<file path="src/rtl/onehot_req_capture.sv">
// onehot_req_capture: synchronises and debounces four request lines, queues
// their rising edges and presents them one at a time as a held one-hot
// vector (y3 highest priority) with a valid/ack handshake.

// Per-line front end: 2-flop synchroniser, debounce counter, rise detect.
module onehot_req_capture_lane #(
  parameter int DEBOUNCE_CYCLES = 4,
  parameter int CNT_W           = 3
) (
  input  logic clk,
  input  logic rst,
  input  logic btn,
  output logic rise
);
  localparam logic [CNT_W:0] D_L = (CNT_W+1)'(DEBOUNCE_CYCLES);

  logic             s1, s2;
  logic             deb, deb_d;
  logic [CNT_W-1:0] cnt;
  logic [CNT_W:0]   cnt_nx;

  // Counter stays one bit wider in the compare so D = 2^CNT_W is reachable.
  assign cnt_nx = {1'b0, cnt} + (CNT_W+1)'(1);

  // Synchronise, then accept a level change after D consecutive differing samples.
  always_ff @(posedge clk) begin
    if (rst) begin
      s1    <= 1'b0;
      s2    <= 1'b0;
      deb   <= 1'b0;
      deb_d <= 1'b0;
      cnt   <= '0;
    end else begin
      s1    <= btn;
      s2    <= s1;
      deb_d <= deb;
      if (s2 == deb) begin
        cnt <= '0;
      end else if (cnt_nx == D_L) begin
        deb <= ~deb;
        cnt <= '0;
      end else begin
        cnt <= cnt_nx[CNT_W-1:0];
      end
    end
  end

  // Only the debounced 0->1 transition is a request; release is ignored.
  assign rise = deb & ~deb_d;
endmodule

module onehot_req_capture #(
  parameter int DEBOUNCE_CYCLES = 4,
  parameter int CNT_W           = 3
) (
  input  logic       clk,
  input  logic       rst,
  input  logic [3:0] btn,
  input  logic       ack,
  output logic       y0,
  output logic       y1,
  output logic       y2,
  output logic       y3,
  output logic       valid,
  output logic [3:0] pending,
  output logic       overflow
);
  localparam logic [0:0] IDLE    = 1'b0;
  localparam logic [0:0] PRESENT = 1'b1;

  logic [0:0] state;
  logic [3:0] rise;
  logic [3:0] sel;
  logic [3:0] clear;
  logic [3:0] y;

  for (genvar i = 0; i < 4; i++) begin : g_lane
    onehot_req_capture_lane #(
      .DEBOUNCE_CYCLES(DEBOUNCE_CYCLES),
      .CNT_W          (CNT_W)
    ) u_lane (
      .clk (clk),
      .rst (rst),
      .btn (btn[i]),
      .rise(rise[i])
    );
  end

  // Highest pending index wins, matching the downstream encoder's code order.
  always_comb begin
    sel = '0;
    for (int i = 0; i < 4; i++) begin
      if (pending[i]) begin
        sel    = '0;
        sel[i] = 1'b1;
      end
    end
  end

  // A pending bit is consumed only when it is launched from IDLE.
  assign clear = (state == IDLE) ? sel : 4'b0000;

  // Pending queue, sticky overflow, and the present/ack handshake.
  always_ff @(posedge clk) begin
    if (rst) begin
      pending  <= '0;
      overflow <= 1'b0;
      state    <= IDLE;
      y        <= '0;
      valid    <= 1'b0;
    end else begin
      // Set beats a same-edge clear; a rise on a still-pending line is lost.
      pending <= (pending & ~clear) | rise;
      if (|(rise & pending & ~clear))
        overflow <= 1'b1;
      case (state)
        IDLE: begin
          if (|pending) begin
            y     <= sel;
            valid <= 1'b1;
            state <= PRESENT;
          end
        end
        PRESENT: begin
          if (ack) begin
            y     <= '0;
            valid <= 1'b0;
            state <= IDLE;
          end
        end
        default: begin
          y     <= '0;
          valid <= 1'b0;
          state <= IDLE;
        end
      endcase
    end
  end

  assign y0 = y[0];
  assign y1 = y[1];
  assign y2 = y[2];
  assign y3 = y[3];
endmodule

</file>
<file path="config.mk">
export PLATFORM = sky130hd
export DESIGN_NAME = onehot_req_capture
export DESIGN_NICKNAME = d
export VERILOG_FILES = /design/src/rtl/onehot_req_capture.sv
export SDC_FILE = /design/constraint.sdc
export NUM_CORES = 1
export LEC_CHECK = 0
export CORE_UTILIZATION = 45
export CTS_CLUSTER_SIZE = 30
export DETAILED_ROUTE_END_ITERATION = 8
export PLACE_DENSITY = 0.69
export SLEW_MARGIN = 20
export SYNTH_ARGS = -nofsm -noshare
export SYNTH_HDL_FRONTEND = slang
export SYNTH_SLANG_ARGS = --single-unit
</file>
<file path="constraint.sdc">
create_clock -name clk -period 3.6 [get_ports clk]
set_input_delay 0.72 -clock clk [delete_from_list [all_inputs] [get_ports clk]]
set_output_delay 0.72 -clock clk [all_outputs]
set_load 0.01 [all_outputs]
</file>
==> results of run 1 <==
-- power by group --
| part | switching [W] | internal (W) | leakage, nW |
|---|---|---|---|
| clock network | 0.000131 | 0.0000904 | 0.0341 |
| logic | 0.00000984 | 0.0000108 | 0.235 |
| registers | 0.00000231 | 0.000437 | 0.316 |
-- metrics by stage --
stage | power [W] | worst slack, ps | util (%)
after floorplan | 0.000460 | 2140 | -
after global placement | 0.000469 | 1840 | 55.4
after detailed placement | 0.000470 | 1770 | 55.4
after CTS | 0.000697 | 1400 | 57.4
after global routing | 0.000714 | 1340 | 57.4
final | 0.000681 | 1430 | 57.4
-- flip-flops by register name (all words and copies together) (netlist names) --
register and count:
g_lane.u_lane.s1 4, state 1, valid 1, g_lane.u_lane.cnt 12, pending 4, g_lane.u_lane.deb_d 4
g_lane.u_lane.s2 4, overflow 1, g_lane.u_lane.deb 4, y 4
-- path summary, 6_finish.rpt --
kind / startpoint / slack (ps) / endpoint / depth (start not counted)
min reg2reg: g_lane[1].u_lane.s1 / 450 / g_lane[1].u_lane.s2 / 1
max reg2reg: pending[3] / 2260 / overflow / 3
max: pending[3] / 1430 / pending[3] / 1
min: g_lane[1].u_lane.s1 / 450 / g_lane[1].u_lane.s2 / 1
-- synth_stat cells, drive strengths merged (3+ instances only) --
cell	n	area, sq um
nand3b	3	22.5
nand2b	3	18.8
mux2i	4	40.0
nor4	7	50.1
ha	4	50.1
nand2	4	15.0
nor2b	19	119
nor4b	8	70.1
clkbuf	3	11.3
a21oi	9	45.0
nor2	8	30.0
o21ai	3	15.0
buf	3	20.0
dfxtp	39	781
xnor2	4	35.0
-- kinds of logic after synthesis --
| family | Yosys count |
|---|---|
| muxes | 4 |
| AOI/OAI and AO/OA | 16 |
| DFF | 39 |
| and+or+nand+nor | 58 |
| xor gates and xnor gates | 4 |
| adders and majority gates | 4 |
| buffers and inverters | 6 |
-- layer usage --
layer  GRT usage (%)  wire [um]  up-vias
met5               0          0        -
met4            11.9         84        0
met3            7.37        127        8
met2            25.8       1060       25
met1            17.8        995      452
li1                -          -      494
-- cell type report --
cell class / count / area [sq um]
sequential: 39 / 781
fill: 268 / 1210
clock buffer: 6 / 51.3
tap: 31 / 38.8
multi-input combinational: 86 / 594
timing repair buffer: 17 / 168
clock inverter: 1 / 5.00
==> results.ini, run 1 <==
[final_layout]
area_growth_pct=16.5
finish.instance_area_sq_um=1640
antenna_cells=0
drive_above_1_share_pct=8.05
fin_cells=180
fin_nets=160
final_cell_mix=dfxtp_1, nor2b_1, clkdlybuf4s50_1, a21oi_1
final_common_cell=dfxtp_1

[status]
violations=DRC
status=complete, but fails checks

[floorplanning]
die_w_um=57.9
ioPinCount=17
rows=19
core_sq_um=2850
die-area_sq_um=3350
die_y_um=57.9
start_util_pct=49.3

[sta]
max_freq_ghz=0.462
final.setup.tns_ps=0
finClkSkew_ps=5.17
drv_slew=0
setup_viol=0
slew_headroom_pct=69.4
period_share_pct=60.1
fin_crit_ps=2170
hold_viol_final=0
holdWs_ps=448
worst_pin_slew_ps=455
rsz0062_at_grt=false

[routing]
drc_errors=2
via_per_inst=5.44
initialDrtViolationCount=19
via_count=979
wirelength_mm=2.27
detail-route-antenna-nets=0
wire_per_inst_um=12.6
drtPass1Iterations=6

[synthesis]
synthMuxAreaShare_pct=2.85
syn_area_per_cell_sq_um=10.7
syn_nets=142
yosysSeqAreaShare_pct=55.5
synth_edf_count=0
synthSimpleGateAreaFrac_pct=26.1
synth_top_family_by_area=simple AND/OR/NAND/NOR gates
yosys.area_share.adder_pct=3.56
ys_warn_count=0
ys_seq_elements=39
ys_types=29
ys.flop_type=dfxtp_1
synth_area_sq_um=1410
netlist_instances=131
synthXorXnorAreaFrac_pct=2.49
async_flop_share_pct=0
synth-compound-area-share_pct=7.30

[power_and_ir_drop]
leakage_nw=0.585
peakVddDrop_v=0.000249
cellPowerDensity_nw_per_um2=416

[clock_network]
h-tree-depth=2
cts_buffer_depth=2
cts_root_buffer=clkbuf_4
cts_tree=done
post-cts-setup-buffer-count=0
cts_hold_buf=0
clk-insertion-delay-late_ps=340
clkTransAtPathRegs_ps=110
cts_sinks=39
cts_resized=0
cts_buffers=5

[setup_path]
crit_path_max_fanout=10
path_class=flop to primary output
crit_required_ps=2880
crit_path_cell_trace=clkdlybuf4s50_1
crit_buf_inv=1
arrival_ps=1450
crit_path_start_kind=flop
cp-end-kind=primary output
path_delay_family=buffers and inverters
max_stage_delay_ps=600
cp_slowest_cell=clkdlybuf4s50_1

[global_routing]
gr-total-overflow=0
grt_usage_pct=16.6
grt_pass1_wl_mm=3.97
grt_max_degree=40
grt_pass1_vias=947
antenna_found_initial=0

[min_path]
hold_path_class=flop to flop

[run]
drv_cap=0

[place]
dp.cells=173
placed_cell_area_sq_um=1580
hpwl_mm=1.57
place.gp.congestion=0.719
io_buffers=16

Note: power is estimated with default switching activity, not from simulation.
==> run 2: changes to the inputs <==
--- a/config.mk
+++ b/config.mk
@@ -8,7 +8,7 @@
 export CORE_UTILIZATION = 45
 export CTS_CLUSTER_SIZE = 30
 export DETAILED_ROUTE_END_ITERATION = 8
-export PLACE_DENSITY = 0.69
+export PLACE_DENSITY = 0.71
 export SLEW_MARGIN = 20
 export SYNTH_ARGS = -nofsm -noshare
 export SYNTH_HDL_FRONTEND = slang
==> constraint.sdc (replaced) <==
create_clock -name clk -period 1.9 [get_ports clk]
set_input_delay 0.38 -clock clk [delete_from_list [all_inputs] [get_ports clk]]
set_output_delay 0.38 -clock clk [all_outputs]
set_load 0.01 [all_outputs]
==> results.ini, run 2 (synthesis results as in run 1) <==
[clock_network]
cts_sinks=39  ; unchanged
h-tree-depth=2  ; unchanged
cts_buffers=5  ; unchanged
cts_buffer_depth=2  ; unchanged
cts_root_buffer=clkbuf_4
clk-insertion-delay-late_ps=330  ; about the same
cts_tree=done
clkTransAtPathRegs_ps=100  ; about the same

[setup_path]
crit_path_cell_trace=clkdlybuf4s50_1
max_stage_delay_ps=600  ; about the same
cp.depth=1  ; unchanged
crit_path_start_kind=flop
path_class=flop to primary output
rr_worst_depth=3  ; unchanged
rrSetupSlack_ps=580  ; -1680 ps
r2r_start=pending[2]
r2r-end=overflow
crit_path_max_fanout=9  ; -1
worstSetupEndpoint=pending[2]
cp-end-kind=primary output
arrival_ps=1420  ; -30 ps
crit_buf_inv=1  ; unchanged
crit_required_ps=1520  ; -1360 ps
path_delay_family=buffers and inverters
cp_slowest_cell=clkdlybuf4s50_1
crit_start=pending[2]

[routing]
detail-route-antenna-nets=0  ; unchanged
wirelength_mm=2.20  ; -3.1%
wire_per_inst_um=12.1  ; -3.6%
drc_errors=2  ; unchanged
initialDrtViolationCount=28  ; +9
drtPass1Iterations=6  ; unchanged
via_count=961  ; -1.8%
via_per_inst=5.31  ; -2.4%

[floorplanning]
die-area_sq_um=3350  ; unchanged
start_util_pct=49.3  ; unchanged
die_w_um=57.9  ; unchanged
core_sq_um=2850  ; unchanged
rows=19  ; unchanged
die_y_um=57.9  ; unchanged
ioPinCount=17  ; unchanged

[final_layout]
area_growth_pct=18.3
fillers=260  ; -3.0%
final_cell_mix=dfxtp_1, nor2b_1, clkdlybuf4s50_1, a21oi_1
top_register=g_lane.u_lane.cnt
largest_register_ffs=12  ; unchanged
antenna_cells=0  ; unchanged
final_common_cell=dfxtp_1
register_area_sq_um=782  ; +0.16%
drive_above_1_share_pct=8.67  ; +0.61 points
multiInputGateArea_sq_um=594  ; unchanged
fin_nets=160  ; unchanged

[power_and_ir_drop]
peakVddDrop_v=0.000568  ; +130%
leakage_nw=0.595  ; +1.6%
fin_total_pwr_w=0.00133  ; +96%
cellPowerDensity_nw_per_um2=802  ; +93%

[sta]
hold_viol_final=0  ; unchanged
finClkSkew_ps=5.47  ; +0.293 ps
slew_headroom_pct=68.6  ; -0.78 points
fin_crit_ps=1800
setup_viol=0  ; unchanged
drv_slew=0  ; unchanged
worst_pin_slew_ps=467  ; +11.6 ps
final.setup.tns_ps=0  ; unchanged
max_freq_ghz=0.555
period_share_pct=94.7
rsz0062_at_grt=false

[global_routing]
grt_pass1_wl_mm=3.88  ; -2.3%
grt_usage_pct=15.6  ; -0.95 points
antenna_found_initial=0  ; unchanged
gr-total-overflow=0  ; unchanged
grt_max_degree=40  ; unchanged
grt_pass1_vias=928  ; -2.0%

[run]
drv_cap=0  ; unchanged

[min_path]
hold_path_class=flop to flop
hold_depth=1  ; unchanged

[status]
violations=DRC
status=complete, but fails checks

[place]
place.gp.congestion=0.707  ; -1.7%
hpwl_mm=1.53  ; -2.4%
io_buffers=16  ; unchanged

[run 2: cell count changes in the layout (fill, tap and decap cells not counted)]
cell	previous run	this run
buf_12	0	1
dfxtp_1	39	38
clkbuf_8	1	2
buf_4	1	0
clkbuf_1	0	1
dfxtp_2	0	1
clkinv_2	1	0
[run 2: worst min path at each step]
| stage | startpoint | to | slack [ps] |
|---|---|---|---|
| after global placement | g_lane[2].u_lane.cnt[0] | g_lane[2].u_lane.cnt[0] | 420 |
| after floorplan | g_lane[1].u_lane.cnt[0] | g_lane[1].u_lane.cnt[0] | 410 |
| after global routing | g_lane[1].u_lane.cnt[0] | g_lane[1].u_lane.cnt[0] | 460 |
| final | g_lane[2].u_lane.cnt[0] | g_lane[2].u_lane.cnt[0] | 440 |
| after detailed placement | g_lane[2].u_lane.s1 | g_lane[2].u_lane.s2 | 420 |
| after CTS | g_lane[1].u_lane.cnt[0] | g_lane[1].u_lane.cnt[0] | 440 |
[run 2: layout make-up]
type	count	share of cell area, %
Tap cell	31	2.33
Timing Repair Buffer	17	10.8
Clock buffer	8	4.14
Multi-Input combinational cell	86	35.7
Sequential cell	39	47.0
[run 2: timing repair]
item / CTS / global route
setup buffers: 0 / 0
gates resized for setup: 0 / 1
endpoints found under the setup margin: 0 / 1
hold buffers: 0 / 0
[run 2: per-stage QoR]
step | instance area (sq um) | util, % | hold slack (ps) | setup WS (ps) | instances
2_1_floorplan | 1410 | - | 408 | 636 | 131
3_3_place_gp | 1590 | 55.9 | 415 | 481 | 173
3_5_place_dp | 1590 | 55.9 | 425 | 402 | 173
4_1_cts | 1660 | 58.3 | 441 | 61.8 | 181
5_1_grt | 1660 | 58.3 | 455 | 10.5 | 181
6_report | 1660 | 58.3 | 439 | 99.8 | 181
[run 2: where the power goes]
part | switching (W) | total, W | internal (W)
clock network | 0.000243 | 0.000460 | 0.000218
registers | 0.00000413 | 0.000832 | 0.000827
logic | 0.0000192 | 0.0000425 | 0.0000234
[run 2: routing by layer]
metal	global-route usage, %	share of wire, %	vias to the layer above
li1	-	-	498
met1	18.2	47	435
met2	25.3	46	21
met3	4.69	4.1	7
met4	9.18	2.9	0
met5	0	0	-
[run 2: worst reg2reg max path: cells and delay by family, from the launching register on]
kind	cells	cell delay, ps
AND/OR/NAND/NOR	2	700
flip-flops	1	400
AO/OA/AOI/OAI	1	110
